<file path="src/rtl/io_spi_mgmt_sequencer.sv">
// rtl/io_spi_mgmt_sequencer.sv - SPI management sequencer: probes core and interface boards and sets the I/O mode
// All state updates on the falling edge of clk_in; outputs are registered from the next state.
module io_spi_mgmt_sequencer #(
  parameter int         NUM_INTF       = 2,
  parameter int         DIV_WIDTH      = 12,
  parameter int         INIT_DIVISOR   = 399,
  parameter logic [7:0] PROBE_CMD      = 8'h9F,
  parameter int         TIMEOUT_CYCLES = 1024,
  parameter int         RETRIES        = 3,
  parameter int         BLINK_BITS     = 22
) (
  input  logic                 clk_in,
  input  logic                 n_reset,
  input  logic                 start,
  input  logic [DIV_WIDTH-1:0] run_divisor,
  output logic [DIV_WIDTH-1:0] divisor,
  output logic                 tx_go,
  input  logic                 tx_done,
  output logic [7:0]           tx_buffer,
  input  logic [7:0]           rx_buffer,
  output logic                 spi_n_ss_core,
  output logic [NUM_INTF-1:0]  spi_n_ss_intf,
  output logic [1:0]           io_mode,
  output logic [NUM_INTF-1:0]  intf_present,
  output logic                 status_grn,
  output logic                 status_red
);

  localparam int TGT_W = (NUM_INTF < 1) ? 1 : $clog2(NUM_INTF + 1);
  localparam int TO_W  = $clog2(TIMEOUT_CYCLES + 1);
  localparam int RT_W  = (RETRIES < 2) ? 1 : $clog2(RETRIES + 1);

  typedef enum logic [3:0] {
    S_IDLE, S_SELECT, S_SEND_CMD, S_WAIT_CMD, S_SEND_DUMMY,
    S_WAIT_ID, S_DESELECT, S_EVAL, S_DONE, S_FAULT
  } state_t;

  state_t                state_q, state_d;
  logic [DIV_WIDTH-1:0]  divisor_q, divisor_d;
  logic                  tx_go_q, tx_go_d;
  logic [7:0]            tx_buf_q, tx_buf_d;
  logic                  n_ss_core_q, n_ss_core_d;
  logic [NUM_INTF-1:0]   n_ss_intf_q, n_ss_intf_d;
  logic [1:0]            io_mode_q, io_mode_d;
  logic [1:0]            mode_q, mode_d;
  logic [NUM_INTF-1:0]   present_q, present_d;
  logic [TGT_W-1:0]      target_q, target_d;
  logic [RT_W-1:0]       retry_q, retry_d;
  logic [TO_W-1:0]       timeout_q, timeout_d;
  logic [7:0]            id_q, id_d;
  logic                  failed_q, failed_d;
  logic [BLINK_BITS-1:0] blink_q;
  logic                  timed_out, sel_active;

  always_ff @(negedge clk_in or negedge n_reset) begin
    if (!n_reset) begin
      state_q     <= S_IDLE;
      divisor_q   <= DIV_WIDTH'(INIT_DIVISOR);
      tx_go_q     <= 1'b0;
      tx_buf_q    <= 8'h00;
      n_ss_core_q <= 1'b1;
      n_ss_intf_q <= '1;
      io_mode_q   <= 2'b00;
      mode_q      <= 2'b00;
      present_q   <= '0;
      target_q    <= '0;
      retry_q     <= '0;
      timeout_q   <= '0;
      id_q        <= 8'h00;
      failed_q    <= 1'b0;
      blink_q     <= '0;
    end else begin
      state_q     <= state_d;
      divisor_q   <= divisor_d;
      tx_go_q     <= tx_go_d;
      tx_buf_q    <= tx_buf_d;
      n_ss_core_q <= n_ss_core_d;
      n_ss_intf_q <= n_ss_intf_d;
      io_mode_q   <= io_mode_d;
      mode_q      <= mode_d;
      present_q   <= present_d;
      target_q    <= target_d;
      retry_q     <= retry_d;
      timeout_q   <= timeout_d;
      id_q        <= id_d;
      failed_q    <= failed_d;
      blink_q     <= blink_q + 1'b1;
    end
  end

  always_comb begin
    state_d   = state_q;
    divisor_d = divisor_q;
    tx_buf_d  = tx_buf_q;
    io_mode_d = io_mode_q;
    mode_d    = mode_q;
    present_d = present_q;
    target_d  = target_q;
    retry_d   = retry_q;
    id_d      = id_q;
    failed_d  = failed_q;
    timed_out = (timeout_q >= TO_W'(TIMEOUT_CYCLES));

    case (state_q)
      S_IDLE, S_DONE, S_FAULT: begin
        if (start) begin
          state_d   = S_SELECT;
          present_d = '0;
          target_d  = '0;
          retry_d   = '0;
          io_mode_d = 2'b00;
          divisor_d = DIV_WIDTH'(INIT_DIVISOR);
        end
      end
      S_SELECT:     state_d = S_SEND_CMD;
      S_SEND_CMD:   state_d = S_WAIT_CMD;
      S_WAIT_CMD: begin
        if (tx_done) begin
          state_d = S_SEND_DUMMY;
        end else if (timed_out) begin
          state_d  = S_DESELECT;
          failed_d = 1'b1;
        end
      end
      S_SEND_DUMMY: state_d = S_WAIT_ID;
      S_WAIT_ID: begin
        if (tx_done) begin
          id_d    = rx_buffer;
          state_d = S_DESELECT;
        end else if (timed_out) begin
          state_d  = S_DESELECT;
          failed_d = 1'b1;
        end
      end
      S_DESELECT:   state_d = S_EVAL;
      S_EVAL: begin
        if (target_q == '0) begin
          if (!failed_q && (id_q[7:6] == 2'b01 || id_q[7:6] == 2'b10)) begin
            mode_d   = id_q[7:6];
            target_d = TGT_W'(1);
            state_d  = S_SELECT;
          end else begin
            retry_d = retry_q + 1'b1;
            if (retry_d >= RT_W'(RETRIES)) begin
              state_d   = S_FAULT;
              io_mode_d = 2'b11;
            end else begin
              state_d = S_SELECT;
            end
          end
        end else begin
          // A silent or blank interface just reads as absent.
          for (int i = 0; i < NUM_INTF; i++) begin
            if (target_q == TGT_W'(i + 1)) begin
              present_d[i] = !failed_q && (id_q != 8'h00) && (id_q != 8'hFF);
            end
          end
          if (target_q == TGT_W'(NUM_INTF)) begin
            state_d   = S_DONE;
            io_mode_d = mode_q;
            divisor_d = run_divisor;
          end else begin
            target_d = target_q + 1'b1;
            state_d  = S_SELECT;
          end
        end
      end
      default: state_d = S_IDLE;
    endcase

    tx_go_d = (state_d == S_SEND_CMD) || (state_d == S_SEND_DUMMY);
    if (state_d == S_SEND_CMD) begin
      tx_buf_d = PROBE_CMD;
      failed_d = 1'b0;
    end else if (state_d == S_SEND_DUMMY) begin
      tx_buf_d = 8'h00;
    end

    // timeout_q counts cycles elapsed since the most recent tx_go.
    if (tx_go_d) begin
      timeout_d = '0;
    end else if (state_q == S_SEND_CMD || state_q == S_SEND_DUMMY ||
                 state_q == S_WAIT_CMD || state_q == S_WAIT_ID) begin
      timeout_d = timeout_q + 1'b1;
    end else begin
      timeout_d = '0;
    end

    sel_active  = (state_d == S_SELECT) || (state_d == S_SEND_CMD) || (state_d == S_WAIT_CMD) ||
                  (state_d == S_SEND_DUMMY) || (state_d == S_WAIT_ID);
    n_ss_core_d = !(sel_active && target_d == '0);
    n_ss_intf_d = '1;
    for (int i = 0; i < NUM_INTF; i++) begin
      if (sel_active && target_d == TGT_W'(i + 1)) n_ss_intf_d[i] = 1'b0;
    end
  end

  always_comb begin
    status_grn = 1'b0;
    status_red = 1'b0;
    case (state_q)
      S_IDLE:  status_red = 1'b1;
      S_DONE:  status_grn = 1'b1;
      S_FAULT: status_red = blink_q[BLINK_BITS-1];
      default: status_grn = blink_q[BLINK_BITS-1];
    endcase
  end

  assign divisor       = divisor_q;
  assign tx_go         = tx_go_q;
  assign tx_buffer     = tx_buf_q;
  assign spi_n_ss_core = n_ss_core_q;
  assign spi_n_ss_intf = n_ss_intf_q;
  assign io_mode       = io_mode_q;
  assign intf_present  = present_q;

endmodule

</file>
<file path="config.mk">
export PLATFORM = sky130hd
export DESIGN_NAME = io_spi_mgmt_sequencer
export DESIGN_NICKNAME = d
export VERILOG_FILES = /design/src/rtl/io_spi_mgmt_sequencer.sv
export SDC_FILE = /design/constraint.sdc
export NUM_CORES = 1
export LEC_CHECK = 0
export ABC_AREA = 1
export BUFFER_PORTS_ARGS = -buffer_cell sky130_fd_sc_hd__buf_2
export CAP_MARGIN = 20
export CELL_PAD_IN_SITES_DETAIL_PLACEMENT = 2
export CELL_PAD_IN_SITES_GLOBAL_PLACEMENT = 2
export CORE_ASPECT_RATIO = 0.5
export CORE_MARGIN = 10
export CORE_UTILIZATION = 34
export DETAILED_ROUTE_END_ITERATION = 10
export PLACE_DENSITY = 0.81
export REMOVE_ABC_BUFFERS = 1
export SLEW_MARGIN = 20
export SYNTH_ARGS = -nofsm -noshare
export SYNTH_HDL_FRONTEND = slang
export SYNTH_SLANG_ARGS = --single-unit
</file>
<file path="constraint.sdc">
create_clock -name clk_in -period 2 [get_ports clk_in]
set_input_delay 0.4 -clock clk_in [delete_from_list [all_inputs] [get_ports clk_in]]
set_output_delay 0.4 -clock clk_in [all_outputs]
set_load 0.01 [all_outputs]
</file>
==> results of run 1 <==
synth_stat cells, types with 2 or more instances:
master,n
buf_2,2
o21ai_0,16
nand2_1,97
buf_6,3
dfstp_2,9
nor2_1,57
dfrtn_1,64
inv_2,3
or2_2,2
xnor2_1,7
nor3_1,11
nand2_2,6
xor2_1,13
nor2_2,5
inv_1,50
o21ai_2,13
mux2_2,2
buf_4,7
ha_1,10
a21oi_1,10
o211ai_1,2
nand3_1,26
nand4_1,10
power groups by stage:
stage | Clock, W | Combinational [W] | Sequential [W]
5_1_grt | 0.00185 | 0.00509 | 0.00237
2_1_floorplan | 0.0000308 | 0.00132 | 0.00227
4_1_cts | 0.00168 | 0.00383 | 0.00224
3_5_place_dp | 0.0000308 | 0.00280 | 0.00219
6_report | 0.00176 | 0.00488 | 0.00236
3_3_place_gp | 0.0000308 | 0.00265 | 0.00215
worst max-delay path, cell delays in order (launching register included):
cell	delay, ns
dfrtn_1	0.53
nand2_1	0.15
o41ai_2	0.34
buf_2	0.21
cells in the final DEF (no fill, tap or decap), drive strengths merged:
cell type	synthesis	final
xnor2	7	7
buf	12	123
o211ai	2	2
mux2	2	2
nand4	10	10
o21ai	29	29
clkinv	0	3
nand2	103	103
nor2	62	62
inv	53	61
nand3	27	27
clkbuf	1	10
o41ai	1	1
o21bai	1	1
a21boi	1	1
conb	1	2
bufinv	0	1
diode	0	1
or2	2	2
nor4	1	1
ha	10	10
dfrtn	64	64
nor3	11	11
xor2	13	13
dfstp	9	9
o2bb2ai	1	1
a21oi	10	10
final timing paths:
path,to,slack (ns),cells after the start
hold / removal,blink_q[0],0.35,1
setup reg to reg,timeout_q[3],-0.25,10
hold reg to reg,blink_q[0],0.35,1
min in group asynchronous,target_q[1],0.82,1
setup / recovery,status_red,-0.99,3
max in group asynchronous,retry_q[1],0.66,2
state kept, by name, indices dropped and copies added (netlist names), 2 cells and up:
register       cells
mode_q             2
intf_present       2
blink_q           22
target_q           2
timeout_q         11
retry_q            2
state_q            4
id_q               8
io_mode            2
divisor           12
spi_n_ss_intf      2
metrics by stage:
step | hold slack (ns) | area, um^2 | setup slack, ns | util
3_5_place_dp | 0.332 | 4340 | -0.550 | 0.418
3_3_place_gp | 0.327 | 4340 | -0.509 | 0.418
2_1_floorplan | 0.314 | 3580 | -0.495 | -
6_report | 0.347 | 5400 | -0.993 | 0.520
5_1_grt | 0.372 | 5400 | -0.998 | 0.520
4_1_cts | 0.333 | 5060 | -0.816 | 0.488
final cells by class:
class                      count  area share
antenna                        1    0.000463
clock buffer                  10      0.0424
clock inverter                13      0.0146
inverter                      52      0.0366
multi-input combinational    295       0.346
sequential                    73       0.340
tap                          140      0.0324
timing repair buffer         123       0.187
cell families after synthesis:
family / share of synthesized area
AO/OA/AOI/OAI: 0.0793
XOR/XNOR: 0.0476
adder cells (fa/ha/maj): 0.0340
buffers and inverters: 0.0813
flip-flops: 0.500
multiplexers: 0.00612
other: 0.00102
AND/OR/NAND/NOR: 0.251
per-layer routing:
layer	global-route usage	share of wire	vias to the layer above	routed length [um]
met5	0	0	-	0
met4	0.0923	0.038	0	773
met3	0.0485	0.053	56	1090
met2	0.402	0.49	160	10100
met1	0.254	0.42	2009	8610
li1	-	-	1619	-
what timing repair did:
item                       4_1_cts  5_1_grt
resized for setup               68       59
gates cloned                     1        0
hold endpoints to repair         0        0
pin swaps                       16       17
setup endpoints to repair       45       69
buffers inserted                18       21
==> key figures, run 1 <==
Outcome
  – Status: complete, but fails checks
  – Failing checks: setup timing

Power and ir drop
  – Logic gate share of total power: 0.542
  – Clk pwr share: 0.195
  – Max IR drop VDD: 0.000843 V
  – Static Leak: 2.69 nW
  – Cell area power density: 1670 nW/um^2
  – Net switching share of the total power: 0.453
  – Pint: 0.00492 W
  – Final Power: 0.00899 W
  – Seq pwr share: 0.262
  – Switching power: 0.00408 W

Floorplanning
  – Core Footprint: 10,400 um^2
  – Total Die Area: 15,600 um^2
  – Row cnt: 26
  – Initial Util: 0.354
  – Height of the chip: 93.6 um
  – Die X: 167 um
  – # IOs: 54

Drt
  – Antenna Nets Post-Route: 0
  – Initial DRT Pass Iterations: 4
  – Initial DRC Count: 344
  – Total Wirelength: 20.6 mm
  – Via count: 3,844
  – Avg Vias per Cell: 5.44
  – Drc violations: 0
  – Wire per inst: 29.1 um

Clock tree
  – Root buffer cell: clkbuf_16
  – Worst-path clk slew: 0.05 ns
  – Htree depth: 3
  – Clk Latency, worst-skew pair: 0.45 ns
  – Total CTS buffers: 9
  – CTS tree: done
  – CTS Hold Bufs: 0
  – Clk buf depth: 2
  – Clock sinks: 73

STA
  – Fin. max-slew vios: 0
  – Final setup TNS: -16.63 ns
  – Worst slew pin tran: 0.861 ns
  – Final setup margin: -0.993 ns
  – # setup viols final: 50
  – Worst slew margin: 0.422
  – Final Hold Viols: 0
  – Setup Skew: 0.102 ns
  – Unrepaired setup endpoints after global routing: yes

Worst setup path
  – Crit Path Class: flop to output port
  – Worst Path Max Fanout: 3
  – FF-to-FF Start: state_q[2]
  – Setup crit start: state_q[0]
  – Req. time, crit path: 1.60 ns
  – Crit path launch type: flop
  – Crit path arrival time: 2.59 ns
  – Worst setup EP type: output port

Synth
  – Syn Std Cell Area: 3680 um^2
  – Post-synth EDFFs: 0
  – Distinct cells, synth: 31
  – Top post-synthesis cells by area: dfrtn_1 (44%), nand2_1 (9.9%), dfstp_2 (6.4%), nor2_1 (5.8%), inv_1 (5.1%)
  – Synth warnings: 0
  – Ys async rst share: 1.00
  – Flops & latches, synth: 73
  – Top-area cell type share of the netlist area: 0.435
  – Syn Area/Cell: 8.50 um^2
  – Register area share after synthesis: 0.500
  – Main synth FF type: dfrtn_1
  – Syn Inst Count: 433
  – Yosys top cell by area: dfrtn_1

Placed design
  – RD Place Congestion: 0.835
  – IO Port Bufs: 51
  – DP HPWL: 8.56 mm
  – Placed cell count: 648

Final layout
  – Layout fillers: 1,091
  – Area Growth Syn to Fin: 46.8%
  – Register area: 1840 um^2
  – # nets final: 597
  – Fin cells: 707
  – Share of cells above drive strength 1: 0.403
  – Area of the multi-input gates: 1870 um^2

Global routing
  – Vias in the first global route: 4,262
  – Largest net degree at the start of global routing: 37
  – Total global routing overflow: 0
  – Initial antenna violation count: 1
  – First-pass GRT wire length: 27.0 mm
  – Gr usage total: 0.223

Min path
  – Hold WC Path Type: flop to flop
  – Hold_sp: blink_q[0]

Flow run
  – Max-Cap Viols: 0
Note: power is estimated with default switching activity, not from simulation.
==> run 2: changes to the inputs <==
Settings changed: CELL_PAD_IN_SITES_DETAIL_PLACEMENT 2 to default, CELL_PAD_IN_SITES_GLOBAL_PLACEMENT 2 to default, CORE_UTILIZATION 34 to 57, PLACE_DENSITY 0.81 to 0.82.
==> run 2 against run 1 <==
  * The run still ends with setup timing left
  * Worst hold slack worse by 0.0093 ns
  * Global-route usage down 5.4 points
  * Count of clock-buffer cells in the layout up 1
  * Sequential power down 7%
  * Sequential share of layout area up 3.2 points
  * Design area down 8.6%
  * Die area down 34%
  * Wire length down 53%
  * Combinational power down 30%
  * Non-clock buffer count down 27
  * Clock skew down 0.047 ns
  * Total power down 19%
  * Critical path type unchanged
  * Highest routed layer unchanged
==> key figures, run 2 (synthesized netlist as in run 1, its figures left out) <==
Placed design
  – IO Port Bufs: 51 (unchanged)
  – DP HPWL: 5.88 mm (-31%)
  – Area of placed instances: 4240 um^2 (-2.3%)
  – RD Place Congestion: 0.946 (+13%)
  – Dpl ws: -0.470 ns (+0.0806 ns)

STA
  – Setup Skew: 0.0547 ns (-0.0472 ns)
  – Unrepaired setup endpoints after global routing: yes
  – Final Hold Viols: 0 (unchanged)
  – # setup viols final: 41 (-18%)
  – Fin. max-slew vios: 0 (unchanged)
  – Final setup TNS: -12.22 ns (+4.41 ns)
  – Final setup margin: -0.806 ns (+0.187 ns)

Final layout
  – Biggest register: blink_q
  – Fin util: 0.801 (+0.281)
  – Final Cell Area: 4930 um^2 (-8.6%)
  – # nets final: 570 (-4.5%)
  – Layout fillers: 385 (-65%)
  – Area Growth Syn to Fin: 34.1%
  – Most frequent cells in the layout: nand2_1 (89), dfrtn_1 (64), inv_1 (55)
  – Diode count: 0 (-1)
  – Share of cells above drive strength 1: 0.344 (-0.0590)
  – Max reg flops: 22 (unchanged)
  – Register area: 1840 um^2 (unchanged)
  – Commonest non-fill, non-tap cell in the layout: nand2_1
  – Area of the multi-input gates: 1700 um^2 (-9.1%)

Flow run
  – Max-Cap Viols: 0 (unchanged)

Floorplanning
  – Row cnt: 20 (-23%)
  – Height of the chip: 76.8 um (-18%)
  – # IOs: 54 (unchanged)
  – Total Die Area: 10,300 um^2 (-34%)
  – Core Footprint: 6160 um^2 (-41%)
  – Die X: 134 um (-20%)
  – Initial Util: 0.598 (+0.243)

Drt
  – Drc violations: 0 (unchanged)
  – Avg Vias per Cell: 5.22 (-4.0%)
  – Initial DRC Count: 316 (-8.1%)
  – Antenna Nets Post-Route: 0 (unchanged)
  – Via count: 3,282 (-15%)
  – Wire per inst: 15.3 um (-48%)
  – Initial DRT Pass Iterations: 5 (+1)
  – Total Wirelength: 9.60 mm (-53%)

Worst setup path
  – Reg2Reg Setup Slack: -0.05 ns (+0.20 ns)
  – Crit Path Class: flop to output port
  – Worst setup EP type: output port
  – Worst flop-to-flop path endpoint: timeout_q[6]
  – R2R depth: 10 (unchanged)
  – Worst Path Max Fanout: 3 (unchanged)
  – Req. time, crit path: 1.60 ns (about the same)
  – FF-to-FF Start: state_q[2]
  – Crit path launch type: flop
  – Crit path arrival time: 2.41 ns (-0.18 ns)

Outcome
  – Status: complete, but fails checks
  – Failing checks: setup timing

Clock tree
  – Root buffer cell: clkbuf_16
  – CTS tree: done
  – Htree depth: 3 (unchanged)
  – Clk Latency, worst-skew pair: 0.40 ns (-0.05 ns)
  – Total CTS buffers: 9 (unchanged)
  – Clk buf depth: 2 (unchanged)
  – Clock sinks: 73 (unchanged)
  – Worst-path clk slew: 0.05 ns (about the same)

Global routing
  – Total global routing overflow: 0 (unchanged)
  – Largest net degree at the start of global routing: 32 (-14%)
  – First-pass GRT wire length: 14.4 mm (-47%)
  – Vias in the first global route: 3,087 (-28%)
  – Gr usage total: 0.169 (-0.0540)
  – Initial antenna violation count: 0 (-1)

Power and ir drop
  – Cell area power density: 1480 nW/um^2 (-11%)
  – Final Power: 0.00728 W (-19%)
  – Static Leak: 2.50 nW (-7.0%)
  – Max IR drop VDD: 0.000729 V (-13%)

Min path
  – Hold WC Path Type: flop to flop
  – Hold path endpoint: blink_q[0]
  – WHS Path Cells: 1 (unchanged)
  – Hold_sp: blink_q[0]
-- run 2: cell types whose count changed in the layout (fill, tap and decap cells not counted), sizes merged --
| cell | change |
|---|---|
| clkinvlp | +1 |
| buf | -28 |
| clkbuf | +2 |
| inv | +3 |
| diode | -1 |
| bufinv | -1 |
| clkinv | -2 |
-- run 2: where the power goes --
group | leakage (nW) | internal (W) | switching, W
clock network | 0.196 | 0.000973 | 0.000684
registers | 0.929 | 0.00194 | 0.000263
logic | 1.37 | 0.00153 | 0.00190
total | 2.50 | 0.00444 | 0.00284
-- run 2: stage by stage --
step / hold WS (ns) / cells
global placement: 0.329 / 592
detailed placement: 0.335 / 592
global route: 0.364 / 629
finish: 0.337 / 629
floorplan: 0.314 / 421
CTS: 0.335 / 620
-- run 2: layer usage --
metal,part of all wire,vias to the layer above,global-route usage
li1,-,1565,-
met4,0.020,0,0.0670
met1,0.41,1592,0.195
met5,0,-,0
met2,0.51,104,0.288
met3,0.053,21,0.0520
-- run 2: final cells by class --
cell class                      count  share of cell area
Multi-Input combinational cell    295               0.344
Tap cell                           88              0.0223
Clock buffer                       11              0.0535
Sequential cell                    73               0.373
Inverter                           52              0.0396
Clock inverter                     14              0.0132
Timing Repair Buffer               96               0.154
-- run 2: what timing repair did --
item,4_1_cts,5_1_grt
pin swaps,4,13
setup endpoints to repair,41,41
resized for setup,28,38
hold buffers,0,0
setup buffers,4,8
gates cloned,0,1
-- run 2: worst max-delay path by stage --
stage               startpoint      endpoint  slack [ns]  depth (start not counted)
detailed placement  state_q[0]    status_grn       -0.47                          5
floorplan           state_q[3]    status_red       -0.49                          2
global placement       tx_done  tx_buffer[4]       -0.43                          9
global route        state_q[3]    status_grn       -0.83                          7
finish              state_q[0]    status_red       -0.81                          3
CTS                 state_q[3]    status_red       -0.75                          3
-- run 2: worst max-delay path, stage by stage (launching register included) --
cell and delay, ns:
dfrtn_1 0.50, nand2_1 0.14, o41ai_2 0.23, buf_2 0.19
